File: config.mk
export PLATFORM = sky130hd
export DESIGN_NAME = filter_mixer_flat
export DESIGN_NICKNAME = d
export VERILOG_FILES = /design/src/rtl/sid_pkg.sv /design/src/rtl/filter_mixer_if.sv /design/src/rtl/filter_mixer_sat16.sv /design/src/rtl/filter_mixer.sv /design/src/flat_wrapper.sv
export SDC_FILE = /design/constraint.sdc
export NUM_CORES = 1
export LEC_CHECK = 0
export CORE_ASPECT_RATIO = 1.5
export CORE_MARGIN = 10
export CORE_UTILIZATION = 50
export CTS_CLUSTER_SIZE = 16
export DETAILED_ROUTE_END_ITERATION = 8
export HOLD_SLACK_MARGIN = 0.12
export PLACE_DENSITY = 0.83
export SYNTH_ARGS = -nofsm -noshare
export SYNTH_HDL_FRONTEND = slang
export SYNTH_SLANG_ARGS = --single-unit
File: constraint.sdc
create_clock -name clk -period 6.1 [get_ports clk]
set_input_delay 1.22 -clock clk [delete_from_list [all_inputs] [get_ports clk]]
set_output_delay 1.22 -clock clk [all_outputs]
set_load 0.01 [all_outputs]
File: src/rtl/sid_pkg.sv
// SID register map, routing/mode bit positions and mixer sequencing states.
// Shared by the filter mixer and its bench.
package sid_pkg;

   localparam logic [4:0] ADDR_FILT = 5'h17;
   localparam logic [4:0] ADDR_MODE = 5'h18;

   localparam int FILT_V0  = 0;
   localparam int FILT_V1  = 1;
   localparam int FILT_V2  = 2;
   localparam int FILT_EXT = 3;

   localparam int MODE_LP   = 0;
   localparam int MODE_BP   = 1;
   localparam int MODE_HP   = 2;
   localparam int MODE_3OFF = 3;

   typedef enum logic [2:0] {
      IDLE,
      ACC0,
      ACC1,
      ACC2,
      ACCX,
      FMIX,
      VOL
   } state_t;

endpackage

File: src/rtl/filter_mixer_if.sv
// SID register write bus shared by the voice, filter and mixer blocks.
interface filter_mixer_if;

   logic       WR;
   logic [4:0] ADDR;
   logic [7:0] DATA;

   modport master (output WR, ADDR, DATA);
   modport slave  (input  WR, ADDR, DATA);

endinterface

File: src/rtl/filter_mixer_sat16.sv
// Signed clamp of an IN_W-bit value into the 16-bit sample range.
module sat16 #(
   parameter int IN_W = 19
) (
   input  logic signed [IN_W-1:0] in_i,
   output logic signed [15:0]     out_o
);

   localparam logic signed [IN_W-1:0] MAXV = IN_W'(32'sd32767);
   localparam logic signed [IN_W-1:0] MINV = IN_W'(-32'sd32768);

   always_comb begin
      out_o = in_i[15:0];
      if (in_i > MAXV)
         out_o = 16'sh7FFF;
      else if (in_i < MINV)
         out_o = 16'sh8000;
   end

endmodule

File: src/rtl/filter_mixer.sv
// SID filter mixer: routes voices into the filter and mixes the
// direct path with the selected filter outputs under master volume.
module filter_mixer
   import sid_pkg::*;
#(
   parameter int ACC_W     = 19,
   parameter int VOL_SHIFT = 4
) (
   input  logic               clk,
   input  logic               rst_n,
   input  logic               clkEn,
   input  logic signed [15:0] iVoice0,
   input  logic signed [15:0] iVoice1,
   input  logic signed [15:0] iVoice2,
   input  logic signed [15:0] iExt,
   input  logic signed [15:0] iLP,
   input  logic signed [15:0] iBP,
   input  logic signed [15:0] iHP,
   filter_mixer_if.slave      bus,
   output logic signed [15:0] oFiltIn,
   output logic signed [15:0] oOut,
   output logic               oValid
);

   logic [3:0] filt_q, mode_q, vol_q;
   logic [3:0] wfilt_q, wmode_q, wvol_q;
   logic signed [15:0] v0_q, v1_q, v2_q, ext_q;
   logic signed [15:0] lp_q, bp_q, hp_q;
   logic signed [ACC_W-1:0] accd_q, accd_d;
   logic signed [ACC_W-1:0] accf_q, accf_d;
   logic signed [15:0] fi_q, fi_d, out_q, out_d;
   logic signed [15:0] fsat, vsat;
   logic signed [ACC_W-1:0] mix;
   logic signed [23:0] prod, scaled;
   logic valid_q, valid_d;
   state_t state_q, state_d;

   always_ff @(posedge clk or negedge rst_n) begin
      if (!rst_n) begin
         filt_q <= '0;
         mode_q <= '0;
         vol_q  <= '0;
      end else if (bus.WR) begin
         if (bus.ADDR == ADDR_FILT) begin
            filt_q <= bus.DATA[3:0];
         end else if (bus.ADDR == ADDR_MODE) begin
            vol_q  <= bus.DATA[3:0];
            mode_q <= bus.DATA[7:4];
         end
      end
   end

   // Working copy so later register writes leave the sample in flight alone
   always_ff @(posedge clk or negedge rst_n) begin
      if (!rst_n) begin
         v0_q    <= '0;
         v1_q    <= '0;
         v2_q    <= '0;
         ext_q   <= '0;
         lp_q    <= '0;
         bp_q    <= '0;
         hp_q    <= '0;
         wfilt_q <= '0;
         wmode_q <= '0;
         wvol_q  <= '0;
      end else if (clkEn) begin
         v0_q    <= iVoice0;
         v1_q    <= iVoice1;
         v2_q    <= iVoice2;
         ext_q   <= iExt;
         lp_q    <= iLP;
         bp_q    <= iBP;
         hp_q    <= iHP;
         wfilt_q <= filt_q;
         wmode_q <= mode_q;
         wvol_q  <= vol_q;
      end
   end

   always_ff @(posedge clk or negedge rst_n) begin
      if (!rst_n) begin
         state_q <= IDLE;
         accd_q  <= '0;
         accf_q  <= '0;
         fi_q    <= '0;
         out_q   <= '0;
         valid_q <= 1'b0;
      end else begin
         state_q <= state_d;
         accd_q  <= accd_d;
         accf_q  <= accf_d;
         fi_q    <= fi_d;
         out_q   <= out_d;
         valid_q <= valid_d;
      end
   end

   always_comb begin
      mix = accd_q;
      if (wmode_q[MODE_LP]) mix = mix + ACC_W'(lp_q);
      if (wmode_q[MODE_BP]) mix = mix + ACC_W'(bp_q);
      if (wmode_q[MODE_HP]) mix = mix + ACC_W'(hp_q);
      prod   = 24'(accd_q) * $signed({20'b0, wvol_q});
      scaled = prod >>> VOL_SHIFT;
   end

   sat16 #(.IN_W(ACC_W)) u_fsat (.in_i(accf_q), .out_o(fsat));
   sat16 #(.IN_W(24))    u_vsat (.in_i(scaled), .out_o(vsat));

   always_comb begin
      state_d = state_q;
      accd_d  = accd_q;
      accf_d  = accf_q;
      fi_d    = fi_q;
      out_d   = out_q;
      valid_d = 1'b0;
      if (clkEn) begin
         state_d = ACC0;
         accd_d  = '0;
         accf_d  = '0;
      end else begin
         unique case (state_q)
            IDLE: ;
            ACC0: begin
               if (wfilt_q[FILT_V0]) accf_d = accf_q + ACC_W'(v0_q);
               else                  accd_d = accd_q + ACC_W'(v0_q);
               state_d = ACC1;
            end
            ACC1: begin
               if (wfilt_q[FILT_V1]) accf_d = accf_q + ACC_W'(v1_q);
               else                  accd_d = accd_q + ACC_W'(v1_q);
               state_d = ACC2;
            end
            ACC2: begin
               if (wfilt_q[FILT_V2])
                  accf_d = accf_q + ACC_W'(v2_q);
               else if (!wmode_q[MODE_3OFF])
                  accd_d = accd_q + ACC_W'(v2_q);
               state_d = ACCX;
            end
            ACCX: begin
               if (wfilt_q[FILT_EXT]) accf_d = accf_q + ACC_W'(ext_q);
               else                   accd_d = accd_q + ACC_W'(ext_q);
               state_d = FMIX;
            end
            FMIX: begin
               fi_d    = fsat;
               accd_d  = mix;
               state_d = VOL;
            end
            VOL: begin
               out_d   = vsat;
               valid_d = 1'b1;
               state_d = IDLE;
            end
            default: state_d = IDLE;
         endcase
      end
   end

   assign oFiltIn = fi_q;
   assign oOut    = out_q;
   assign oValid  = valid_q;

endmodule

File: src/flat_wrapper.sv
// flat-port wrapper written by rule: the top's interface ports become plain ports
module filter_mixer_flat import sid_pkg::*;
#(
   parameter int ACC_W     = 19,
   parameter int VOL_SHIFT = 4
)
  (clk, rst_n, clkEn, iVoice0, iVoice1, iVoice2, iExt, iLP, iBP, iHP, oFiltIn, oOut, oValid, bus_WR, bus_ADDR, bus_DATA);
  filter_mixer_if bus_i ();
  input  logic clk;
  input  logic rst_n;
  input  logic clkEn;
  input  logic signed [15:0] iVoice0;
  input  logic signed [15:0] iVoice1;
  input  logic signed [15:0] iVoice2;
  input  logic signed [15:0] iExt;
  input  logic signed [15:0] iLP;
  input  logic signed [15:0] iBP;
  input  logic signed [15:0] iHP;
  output logic signed [15:0] oFiltIn;
  output logic signed [15:0] oOut;
  output logic oValid;
  input wire logic [$bits(bus_i.WR)-1:0] bus_WR;
  input wire logic [$bits(bus_i.ADDR)-1:0] bus_ADDR;
  input wire logic [$bits(bus_i.DATA)-1:0] bus_DATA;
  assign bus_i.WR = bus_WR;
  assign bus_i.ADDR = bus_ADDR;
  assign bus_i.DATA = bus_DATA;
  filter_mixer #(.ACC_W(ACC_W), .VOL_SHIFT(VOL_SHIFT)) u_core (.clk(clk), .rst_n(rst_n), .clkEn(clkEn), .iVoice0(iVoice0), .iVoice1(iVoice1), .iVoice2(iVoice2), .iExt(iExt), .iLP(iLP), .iBP(iBP), .iHP(iHP), .bus(bus_i), .oFiltIn(oFiltIn), .oOut(oOut), .oValid(oValid));
endmodule
== Word level (Yosys, flattened, before mapping) ==
Index checks and enable logic that the tools add are counted.
Storage, ports and cells
  flip-flop bits (word level): 210
  latch bits: 0
  RAM bits: 0
  memory bits (read-only): 0
  input bits: 129
  output and inout port bits: 33
  logic and storage cells: 88
  memories: 0
Cells by class
  $add $sub $neg: 11
  multipliers: 1
  div/mod/pow operators: 0
  magnitude comparators: 4
  equal/unequal tests: 18
  shifts and indexed selects: 0
  muxes and demuxes: 24
  bitwise operators: 2
  reduce and logical (&&, ||, !) cells: 9
Operators by type and width (count)
  $mux W19: 14
  $add A19 B16 Y19: 11
  $pmux W19 S5: 1
  $pmux W19 S4: 1
  $mux W16: 4
  $mul A19 B5 Y24: 1
  $gt A20 B16 Y1 const B: 1
  $lt A20 B16 Y1 const B: 1
  $gt A19 B16 Y1 const B: 1
  $lt A19 B16 Y1 const B: 1
  $pmux W3 S6: 1
  $ne A3 B3 Y1 const B: 5
  $ne A3 B2 Y1 const B: 4
  $eq A5 B5 Y1 const B: 2
  $eq A3 B3 Y1 const B: 3
  $eq A3 B2 Y1 const B: 2
  $reduce_and A2 Y1: 3
  $reduce_and A6 Y1: 1
  $reduce_bool A6 Y1: 1
  $reduce_and A5 Y1: 1
  $reduce_bool A5 Y1: 1
  $eq A3 B1 Y1 const B: 1
  $logic_not A3 Y1: 1
  $mux W3: 1
  other kinds (4): 6

== Longest topological paths before layout ==
Gate-level depths: netlist (run 1).
  word-level depth: 8
  gate-level depth with buffers: 27

== Hierarchy ==
From an unflattened synthesis (run 1), not the netlist that was laid out.
Unflattened totals
  cell total of the unflattened synthesis: 1662
  area, all modules: 16335.7 µm²
By module, submodules not included
  filter_mixer: times used 1, cells an instance 1563, area each 15647.5 µm², sequential area each 5255.0 µm²
  sat16 (u_core.u_fsat): times used 1, cells an instance 56, area each 374.1 µm², sequential area each 0.0 µm²
  sat16 (u_core.u_vsat): times used 1, cells an instance 43, area each 314.1 µm², sequential area each 0.0 µm²

== Worst setup path before layout (run 1) ==
No wires, ideal clock.
  path kind: register to register
  start: register u_core.accd_q[0]
  end: register u_core.accd_q[18]
  arrival: 5.696 ns
  data required time: 5.957 ns
  slack: 0.261 ns
  stages on the path, launching flop included: 25
  buffers on the path: 0
  period minus slack after synthesis: 5.839 ns
  cell sequence: dfrtp_1 -> ha_1 -> fa_1 -> a211oi_1 -> o21ai_0 -> a31o_2 -> a21oi_1 -> xnor2_1 -> mux2_2 -> ha_1 -> and3_1 -> a2111oi_0 -> nor2_1 -> xnor2_1 -> mux2_2 -> ha_1 -> a21oi_1 -> nor2b_1 -> a41oi_1 -> o31ai_1 -> o41ai_1 -> mux2i_1 -> xnor2_1 -> xnor2_1 -> o221ai_1
Between the ends
  cells in the longest elaborated chain, start to end: 8
  elaborated cells on any way between the ends: 17
  classes of those cells: add/sub: 7; mux: 10
RTL lines
  start, declared: RTL line filter_mixer.sv:29  | logic signed [ACC_W-1:0] accd_q, accd_d;
  start signal, assigned: RTL line filter_mixer.sv:83  | accd_q <= '0;
  start signal, assigned: RTL line filter_mixer.sv:90  | accd_q <= accd_d;
  $add A19 B16 Y19: RTL line filter_mixer.sv:100  | if (wmode_q[MODE_LP]) mix = mix + ACC_W'(lp_q);
  $mux W19: RTL line filter_mixer.sv:100
  $add A19 B16 Y19: RTL line filter_mixer.sv:101  | if (wmode_q[MODE_BP]) mix = mix + ACC_W'(bp_q);
  $mux W19: RTL line filter_mixer.sv:101
  $add A19 B16 Y19: RTL line filter_mixer.sv:102  | if (wmode_q[MODE_HP]) mix = mix + ACC_W'(hp_q);
  $mux W19: RTL line filter_mixer.sv:102
  $pmux W19 S5 (*): RTL line filter_mixer.sv:122  | unique case (state_q)
  $mux W19 (*): RTL line filter_mixer.sv:117  | if (clkEn) begin
Every way passes the cells marked *; elsewhere a longest branch is shown, timed or not. The select of a mux whose other input is x is not followed.
A chain may end at the register's enable or synchronous reset.

== Final worst setup path (run 1) ==
  start: register u_core.accd_q[1]
  end: register u_core.accd_q[18]
Same word-level chain as after synthesis.

==> run_results.csv, run 1 <==
group,metric,value,unit
route,wire_per_inst,18.3,µm
placement,dp_hpwl,32300,µm
floorplanning,die_x,166,µm
power,seq_power_share,0.276,
global_routing,grt_first_pass_wirelength,68300,µm
route,drc,0,
worst_setup_path,slowest_stage,"dfrtp_1",
timing,finalCritPeriodShare,0.948,
cells_and_area,n_antenna_cell,0,
global_routing,grt_max_degree,115,
floorplanning,die_y,239,µm
floorplanning,ios,162,
cts,cts_tree,"built",
timing,skew,21.7,ps
power,ir_worst_vdd,230,µV
timing,hold_slack,467,ps
route,totalWireLength,42000,µm
job,max-cap-violations,0,
cells_and_area,drive_above_1_share,0.130,
timing,slew-limit-headroom,0.348,
synthesis,synth_edf_count,0,
route,drtAntennaViolNets,0,
cells_and_area,area_growth,18.6,%
power,p_leak,0.00885,µW
worst_setup_path,worstSetupEndpointType,"flip-flop",
timing,worst_slew_pin_slew,978,ps
timing,period_needed,5790,ps
synthesis,synth-seq-cells,210,
floorplanning,dieArea,39700,µm²
global_routing,grt_util_all_layers,0.205,
worst_setup_path,worst_path_most_repeated_cell,"xnor2_1",
floorplanning,core-area,31700,µm²
synthesis,synth_top_flop_cell,"dfrtp_1",
timing,drv_slew,0,
worst_hold_path,min_path_type,"reg -> reg",
route,vias,13200,
worst_setup_path,path_delay_family,"compound AO/OA/AOI/OAI gates",
floorplanning,row_count,80,
worst_setup_path,cp.arrival,6190,ps
cts,clkTransAtPathRegs,60,ps
timing,tns,0,ps
power,power_frac_clock,0.201,
worst_setup_path,crit_type,"reg -> reg",
cells_and_area,fillers,2647,
route,viasPerCell,5.75,
worst_setup_path,required,6500,ps
timing,hold_violations,0,
synthesis,async_reset_ff_frac,1.00,
global_routing,gr-total-overflow,0,
worst_setup_path,worst-path-buf-inv,1,
synthesis,ys_warn_count,0,
cts,cts-buffers-inserted,23,
cts,cts_root_buf,"clkbuf_16",
timing,setup_viol_count_final,0,
synthesis,syn-cell-area,16000,µm²
power,power_density,364,nW/µm²
cts,clk_latency,540,ps
placement,port_buffers,161,
synthesis,syn_nets,2015,
global_routing,grt_pass1_vias,13800,
cts,cts_sinks,210,
synthesis,syn_area_per_cell,9.36,µm²
synthesis,yosysUniqueCellTypes,66,
power,intPower,4060,µW
worst_setup_path,critPathMaxStageDelay,440,ps
synthesis,ys_seq_area_frac,0.329,
floorplanning,initial_utilization,0.504,
synthesis,netlist_instances,1708,
route,first_pass_iters,5,
power,sw_frac_of_total,0.411,
cts,cts.htree.levels,1,
placement,gp_congestion,0.935,
timing,rsz0062_at_grt,"no",
global_routing,antenna_found_initial,0,
power,combPwrFrac,0.523,
cts,clk_path_buf_depth,3,
worst_setup_path,cp-start-kind,"flip-flop",
worst_setup_path,crit_path_max_fanout,4,
power,p_sw,2840,µW
status,status,"complete, no violations",
cells_and_area,finish.net_count,2177,
timing,fmax,173,MHz
route,drt-initial-drc-count,780,
cells_and_area,top_regs,"u_core.accd_q: 19 flops, u_core.accf_q: 19 flops",
area by class of cell:
cell class | instances | area, µm² | area share
timing repair buffer | 203 | 1940 | 0.103
clock buffer | 29 | 598 | 0.0316
tap | 410 | 513 | 0.0271
multi-input combinational | 1310 | 10000 | 0.530
sequential | 210 | 5260 | 0.277
clock inverter | 13 | 135 | 0.00713
inverter | 122 | 458 | 0.0242
logic make-up (layout without fill, tap and decap cells):
kind of cell / count (synthesis) / after routing / synth area share
simple gates: 458 / 458 / 0.135
compound gates: 387 / 387 / 0.148
buf+inv: 188 / 367 / 0.0448
xor+xnor: 92 / 92 / 0.0504
flops: 210 / 210 / 0.329
mux: 195 / 195 / 0.134
fa+ha+maj: 178 / 178 / 0.160
worst min-delay path, delay by kind of cell, from the launching register on:
| kind | cells | cell delay (ps) |
|---|---|---|
| simple gates | 2 | 100 |
| flops | 1 | 340 |
final timing paths:
| path | start | end | slack, ps | depth (start not counted) |
|---|---|---|---|---|
| setup / recovery | u_core.accd_q[1] | u_core.accd_q[18] | 310 | 25 |
| hold / removal | u_core.oFiltIn[1] | u_core.oFiltIn[1] | 470 | 2 |
| setup reg to reg | u_core.accd_q[1] | u_core.accd_q[18] | 310 | 25 |
| hold reg to reg | u_core.oFiltIn[1] | u_core.oFiltIn[1] | 470 | 2 |
| max in group asynchronous | rst_n | u_core.accf_q[17] | 4240 | 2 |
| min in group asynchronous | rst_n | u_core.hp_q[6] | 760 | 1 |
cells in the final DEF, fill, tap and decap left out, types with 13 or more instances in the layout:
master / synthesis / routed
clkbuf_16: 0 / 23
nand2_1: 156 / 156
nor2_1: 123 / 123
mux2i_1: 45 / 45
inv_1: 122 / 122
o21bai_1: 15 / 15
xnor2_1: 61 / 61
and2_1: 60 / 60
nor3_1: 20 / 20
o21ai_0: 106 / 102
ha_1: 135 / 135
o21a_1: 13 / 13
a21oi_1: 130 / 128
a21o_1: 28 / 28
fa_1: 43 / 42
nand2b_1: 20 / 20
buf_4: 0 / 41
xor2_1: 31 / 31
mux2_2: 150 / 150
nand3_1: 17 / 17
dfrtp_1: 210 / 210
clkdlybuf4s50_1: 0 / 159
synthesized netlist by cell type (all sizes together), types with 20 or more instances:
cell	n	area share
a21o	28	0.013
a21oi	130	0.041
and2	60	0.023
clkbuf	58	0.014
dfrtp	210	0.33
fa	43	0.054
ha	135	0.11
inv	122	0.029
mux2	150	0.11
mux2i	45	0.028
nand2	156	0.037
nand2b	20	0.0078
nor2	123	0.029
nor3	20	0.0063
o21ai	106	0.033
xnor2	61	0.033
xor2	31	0.017
power by group through the flow:
stage	sequential, µW	clock (µW)	combinational [µW]
5_1_grt	1930	1480	4010
3_3_place_gp	1900	0	3440
6_report	1900	1390	3610
3_5_place_dp	1920	0	3550
4_1_cts	1890	1430	3570
2_1_floorplan	1850	0	2490
layer usage:
metal  vias to the layer above  wire length (µm)  track usage
met3                       132              2330       0.0337
met5                         -                 0            0
met2                       412             20900        0.366
li1                       6292                 -            -
met4                         0              2450        0.117
met1                      6379             16300        0.226
metrics by stage:
| stage | power (µW) | instances | cell area, µm² | utilization | setup slack, ps |
|---|---|---|---|---|---|
| 2_1_floorplan | 4340 | 1708 | 16000 | - | 261 |
| 3_3_place_gp | 5340 | 2255 | 18200 | 0.573 | 136 |
| 3_5_place_dp | 5460 | 2255 | 18200 | 0.573 | 41.7 |
| 4_1_cts | 6890 | 2297 | 18900 | 0.596 | 8.14 |
| 5_1_grt | 7410 | 2297 | 18900 | 0.597 | 41.9 |
| 6_report | 6900 | 2297 | 18900 | 0.597 | 315 |
timing repair:
item / in CTS / in global routing
buffers inserted: 0 / 0
hold buffers: 0 / 0
gates resized for setup: 0 / 10
endpoints found under the setup margin: 0 / 5
No activity file was read; power rests on OpenSTA's default activity.
==> inputs of run 2 (changes only) <==
--- a/config.mk
+++ b/config.mk
@@ -11,7 +11,8 @@
 export CTS_CLUSTER_SIZE = 16
 export DETAILED_ROUTE_END_ITERATION = 8
 export HOLD_SLACK_MARGIN = 0.12
-export PLACE_DENSITY = 0.83
+export PLACE_DENSITY = 0.81
+export RECOVER_POWER = 50
 export SYNTH_ARGS = -nofsm -noshare
 export SYNTH_HDL_FRONTEND = slang
 export SYNTH_SLANG_ARGS = --single-unit
==> constraint.sdc (replaced) <==
create_clock -name clk -period 7.3 [get_ports clk]
set_input_delay 1.46 -clock clk [delete_from_list [all_inputs] [get_ports clk]]
set_output_delay 1.46 -clock clk [all_outputs]
set_load 0.01 [all_outputs]
==> run 2 against run 1 <==
  * The run now ends with capacitance limit, slew limit left
  * Sequential power shrank 13%
  * Clock power fell by 11%
  * Critical path type unchanged
  * Global-route usage down 0.21 points
  * Clock skew decreased by 4.8 ps
  * Largest power group unchanged
  * Setup slack better by 250 ps
==> run_results.csv, run 2 (synthesis results as in run 1) <==
group,metric,value,unit
status,status,"finished with violations",
status,violations,"capacitance limit, slew limit",
placement,dp_hpwl,31400,µm
cells_and_area,multi_input_area,10000,µm²
timing,rsz0062_at_grt,"no",
cells_and_area,fillers,2635,
timing,worst_slew_pin_slew,5620,ps
floorplanning,ios,162,
placement,gp_congestion,0.905,
worst_setup_path,cp-start-kind,"flip-flop",
timing,tns,0,ps
floorplanning,die_x,166,µm
worst_setup_path,crit_type,"reg -> reg",
cts,cts_hold_buf,0,
floorplanning,dieArea,39700,µm²
cts,cts_tree,"built",
global_routing,grt_pass1_vias,13500,
cts,cts_sinks,210,
cts,cts-buffers-inserted,22,
cts,cts_root_buf,"clkbuf_16",
route,drt-initial-drc-count,749,
cts,cts_resized,0,
power,ir_worst_vdd,201,µV
timing,drv_slew,326,
global_routing,antenna_found_initial,0,
power,sw_frac_of_total,0.403,
power,power_density,305,nW/µm²
timing,hold_violations,0,
cts,clk_latency,540,ps
power,power_frac_clock,0.217,
cts,clk_path_buf_depth,3,
cells_and_area,top_regs,"u_core.accd_q: 19 flops, u_core.accf_q: 19 flops",
power,seq_power_share,0.291,
route,drc,0,
power,p_sw,2300,µW
worst_setup_path,r2r_slack,570,ps
power,total_power,5700,µW
timing,period_needed,6730,ps
worst_hold_path,min_path_type,"reg -> reg",
cells_and_area,fin_util,0.589,
worst_setup_path,crit_path_max_fanout,7,
job,max-cap-violations,3,
timing,setup_viol_count_final,0,
route,first_pass_iters,6,
cells_and_area,final_cell_mix,"dfrtp_1, clkdlybuf4s50_1, nand2_1, mux2_2, ha_1",
timing,finalCritPeriodShare,0.922,
route,drtAntennaViolNets,0,
cts,post_cts_buffers,0,
route,vias,12900,
power,intPower,3400,µW
worst_setup_path,cp.arrival,7130,ps
worst_setup_path,critPathLaunch,"u_core.accd_q[0]",
timing,slew-limit-headroom,-2.75,
route,wire_per_inst,18.2,µm
global_routing,grt_util_all_layers,0.203,
global_routing,grt_max_degree,179,
cells_and_area,drive_above_1_share,0.111,
cells_and_area,finish.net_count,2144,
floorplanning,core-area,31700,µm²
global_routing,grt_first_pass_wirelength,67300,µm
worst_setup_path,worstSetupEndpointType,"flip-flop",
floorplanning,initial_utilization,0.504,
worst_setup_path,required,7700,ps
floorplanning,die_y,239,µm
timing,hold_slack,468,ps
cts,clkTransAtPathRegs,60,ps
route,totalWireLength,41300,µm
worst_hold_path,min_from,"u_core.oFiltIn[12]",
timing,fmax,149,MHz
cells_and_area,final_common_cell,"dfrtp_1",
route,viasPerCell,5.72,
worst_setup_path,reg2reg_from,"u_core.accd_q[0]",
cells_and_area,n_antenna_cell,0,
cells_and_area,register_area,5260,µm²
power,combPwrFrac,0.492,
placement,port_buffers,161,
cts,cts.htree.levels,1,
global_routing,gr-total-overflow,0,
power,p_leak,0.00869,µW
floorplanning,row_count,80,
cells_and_area,area_growth,17.0,%
timing,skew,16.9,ps
run 2: cell count changes in the layout (fill, tap and decap cells not counted), moves of 2 or more:
cell / previous run / this run
clkinv_2: 5 / 2
a211oi_2: 3 / 0
o21ai_0: 102 / 105
o21ai_1: 4 / 1
a211oi_1: 12 / 15
clkbuf_8: 1 / 3
buf_4: 41 / 9
bufinv_16: 2 / 4
run 2: power by group through the flow:
stage	combinational, µW	sequential, µW	clock [µW]
final	2810	1660	1240
after CTS	2800	1650	1270
after global routing	3140	1680	1310
after global placement	2700	1660	0
after detailed placement	2780	1670	0
after floorplan	2080	1550	0
run 2: metrics by stage:
step	setup slack (ps)	cell area, µm²	std cells
after detailed placement	712	17900	2223
after global placement	775	17900	2223
final	570	18700	2262
after floorplan	1460	16000	1708
after CTS	663	18700	2262
after global routing	118	18700	2262
run 2: worst paths after layout:
| path | to | cells after the start |
|---|---|---|
| worst max-delay path | u_core.accd_q[18] | 24 |
| worst min-delay path | u_core.oFiltIn[12] | 2 |
| worst max register to register | u_core.accd_q[18] | 24 |
| worst min register to register | u_core.oFiltIn[12] | 2 |
| max in group asynchronous | u_core.oFiltIn[15] | 2 |
| min in group asynchronous | u_core.hp_q[2] | 1 |
run 2: cell type report:
type / instances / share of cell area
multi-input cells: 1310 / 0.535
flip-flops and latches: 210 / 0.281
repair buffers: 171 / 0.0894
clock buffers: 29 / 0.0336
well taps: 410 / 0.0274
inverters: 122 / 0.0245
clock inverters: 10 / 0.00870
run 2: metal layers:
metal | vias to the layer above | global-route usage | part of all wire
li1 | 6229 | - | -
met1 | 6257 | 0.230 | 0.39
met2 | 352 | 0.362 | 0.50
met3 | 103 | 0.0336 | 0.058
met4 | 0 | 0.103 | 0.046
met5 | - | 0 | 0
run 2: worst max-delay path: stages (launching register included):
cell and delay (ps):
dfrtp_1 450, ha_1 270, fa_1 440, a211oi_1 390
o21ai_0 300, a31o_2 300, a21oi_1 160, xnor2_1 80
mux2_2 290, ha_1 330, and3_1 190, a2111oi_0 880
nor2_1 150, xnor2_1 160, mux2_2 280, ha_1 350
a21oi_1 170, nor2b_1 70, a41oi_1 160, o31ai_1 130
o41ai_1 330, mux2i_1 260, xnor2_1 150, xnor2_1 140
o221ai_1 140
==> inputs of run 3 (changes only) <==
--- a/config.mk
+++ b/config.mk
@@ -8,6 +8,7 @@
 export CORE_ASPECT_RATIO = 1.5
 export CORE_MARGIN = 10
 export CORE_UTILIZATION = 50
+export CTS_BUF_LIST = sky130_fd_sc_hd__clkbuf_8
 export CTS_CLUSTER_SIZE = 16
 export DETAILED_ROUTE_END_ITERATION = 8
 export HOLD_SLACK_MARGIN = 0.12
==> run 3 against run 2 <==
  * The flow still finishes with violations (capacitance limit, slew limit)
  * Final area decreased by 0.11%
  * Largest cell class unchanged
  * Global-route usage decreased by 0.076 points
  * Total power decreased by 1.8%
  * Maximum frequency increased by 0.76%
  * Clock skew increased by 6.5 ps
  * Setup slack improved by 51 ps
  * Via count increased by 0.63%
  * Sequential share of layout area about the same
==> run_results.csv, run 3 (synthesis results as in run 1) <==
group,metric,value,unit
worst_setup_path,critPathLaunch,"u_core.accd_q[0]",
global_routing,antenna_found_initial,1,
worst_setup_path,crit_path_max_fanout,7,
cts,clk_latency,560,ps
route,drtAntennaViolNets,0,
worst_setup_path,cp-start-kind,"flip-flop",
worst_hold_path,min_from,"u_core.oFiltIn[12]",
timing,setup_viol_count_final,0,
cts,cts-buffers-inserted,36,
cts,clkTransAtPathRegs,60,ps
floorplanning,row_count,80,
timing,skew,23.3,ps
status,status,"finished with violations",
cells_and_area,final_cell_mix,"dfrtp_1, clkdlybuf4s50_1, nand2_1, mux2_2, ha_1",
worst_setup_path,r2r_end,"u_core.accd_q[18]",
route,drc,0,
cells_and_area,drive_above_1_share,0.119,
worst_setup_path,required,7720,ps
cts,cts_root_buf,"clkbuf_8",
cts,cts_hold_buf,0,
worst_setup_path,cp.arrival,7100,ps
floorplanning,dieArea,39700,µm²
floorplanning,die_y,239,µm
placement,port_buffers,161,
status,violations,"capacitance limit, slew limit",
worst_setup_path,reg2reg_from,"u_core.accd_q[0]",
worst_hold_path,holdPathStages,2,
timing,hold_slack,468,ps
route,wire_per_inst,17.9,µm
global_routing,grt_first_pass_wirelength,67100,µm
global_routing,gr-total-overflow,0,
cells_and_area,area_growth,16.9,%
cells_and_area,finish.net_count,2158,
route,totalWireLength,41000,µm
timing,worst_slew_pin_slew,5620,ps
cts,cts_tree,"built",
global_routing,grt_pass1_vias,13500,
power,p_leak,0.00874,µW
timing,hold_violations,0,
cells_and_area,final_common_cell,"dfrtp_1",
route,drt-initial-drc-count,644,
cts,cts.htree.levels,2,
global_routing,grt_max_degree,179,
floorplanning,ios,162,
route,first_pass_iters,6,
power,ir_worst_vdd,169,µV
floorplanning,initial_utilization,0.504,
worst_setup_path,reg2regPathDepth,24,
worst_setup_path,critPathMaxStageDelay,830,ps
timing,finalCritPeriodShare,0.915,
worst_setup_path,r2r_slack,620,ps
worst_setup_path,slowest_stage,"a2111oi_0",
power,power_density,300,nW/µm²
job,max-cap-violations,3,
placement,dp_hpwl,31400,µm
timing,fmax,150,MHz
worst_setup_path,worst_path_most_repeated_cell,"xnor2_1",
floorplanning,core-area,31700,µm²
worst_hold_path,holdPathEnd,"u_core.oFiltIn[12]",
cts,cts_sinks,210,
global_routing,grt_util_all_layers,0.202,
cells_and_area,top_regs,"u_core.accd_q: 19 flops, u_core.accf_q: 19 flops",
cts,clk_path_buf_depth,3,
cts,post_cts_buffers,0,
floorplanning,die_x,166,µm
timing,tns,0,ps
placement,placed_area,17900,µm²
placement,gp_congestion,0.905,
timing,rsz0062_at_grt,"no",
timing,period_needed,6680,ps
worst_setup_path,worstSetupEndpointType,"flip-flop",
route,viasPerCell,5.69,
route,vias,13000,
cts,cts_resized,0,
worst_hold_path,min_path_type,"reg -> reg",
worst_setup_path,crit_type,"reg -> reg",
worst_setup_path,path_cells,"ha_1 -> fa_1 -> a211oi_1 -> o21ai_0 -> a31o_2 -> a21oi_1 -> xnor2_1 -> mux2_2 -> ha_1 -> and3_1 -> a2111oi_0 -> nor2_1 -> xnor2_1 -> mux2_2 -> ha_1 -> a21oi_1 -> nor2b_1 -> a41oi_1 -> o31ai_1 -> o41ai_1 -> mux2i_1 -> xnor2_1 -> xnor2_1 -> o221ai_1",
cells_and_area,fin_area,18700,µm²
timing,slew-limit-headroom,-2.75,
timing,drv_slew,326,
run 3: cell count changes in the layout (fill, tap and decap cells not counted), sizes merged:
cell | previous run | this run
clkinv | 2 | 6
bufinv | 4 | 3
inv | 124 | 133
clkbuf | 31 | 44
diode | 0 | 1
run 3: through the flow:
step | power [µW] | instances | util | setup WS [ps]
final | 5600 | 2288 | 0.589 | 621
after global routing | 6050 | 2288 | 0.589 | 141
after CTS | 5620 | 2287 | 0.590 | 685
after global placement | 4360 | 2223 | 0.566 | 775
after floorplan | 3630 | 1708 | - | 1460
after detailed placement | 4450 | 2223 | 0.566 | 712
run 3: worst max-delay path by stage:
stage / end / slack [ps] / depth (start not counted)
after floorplan: u_core.accd_q[18] / 1460 / 24
after global placement: u_core.accd_q[18] / 770 / 24
after detailed placement: u_core.accd_q[18] / 710 / 24
after CTS: u_core.accd_q[18] / 690 / 24
after global routing: u_core.oFiltIn[0] / 140 / 2
final: u_core.accd_q[18] / 620 / 24
run 3: power breakdown:
group	leakage [µW]	internal, µW	switching, µW
combinational	0.00571	1290	1520
sequential	0.00261	1370	291
clock	0.000426	637	506
total	0.00874	3290	2310
run 3: worst max-delay path: cells and delay by family (launching register included):
kind,cells,cell delay [ps]
AO/OA/AOI/OAI,10,2940
adder cells (fa/ha/maj),4,1390
multiplexers,3,840
XOR/XNOR,4,530
flip-flops,1,440
AND/OR/NAND/NOR,3,400
run 3: layout make-up:
type	count	area, µm²
Clock buffer	42	578
Sequential cell	210	5260
Inverter	122	458
Timing Repair Buffer	171	1670
Antenna cell	1	2.50
Multi-Input combinational cell	1310	10000
Clock inverter	22	189
Fill cell	2657	13000
Tap cell	410	513
run 3: layer usage:
| metal | vias up | global-route usage | share of wire |
|---|---|---|---|
| met5 | - | 0 | 0 |
| met4 | 0 | 0.107 | 0.050 |
| met3 | 100 | 0.0388 | 0.055 |
| met2 | 364 | 0.359 | 0.50 |
| met1 | 6285 | 0.225 | 0.39 |
| li1 | 6274 | - | - |
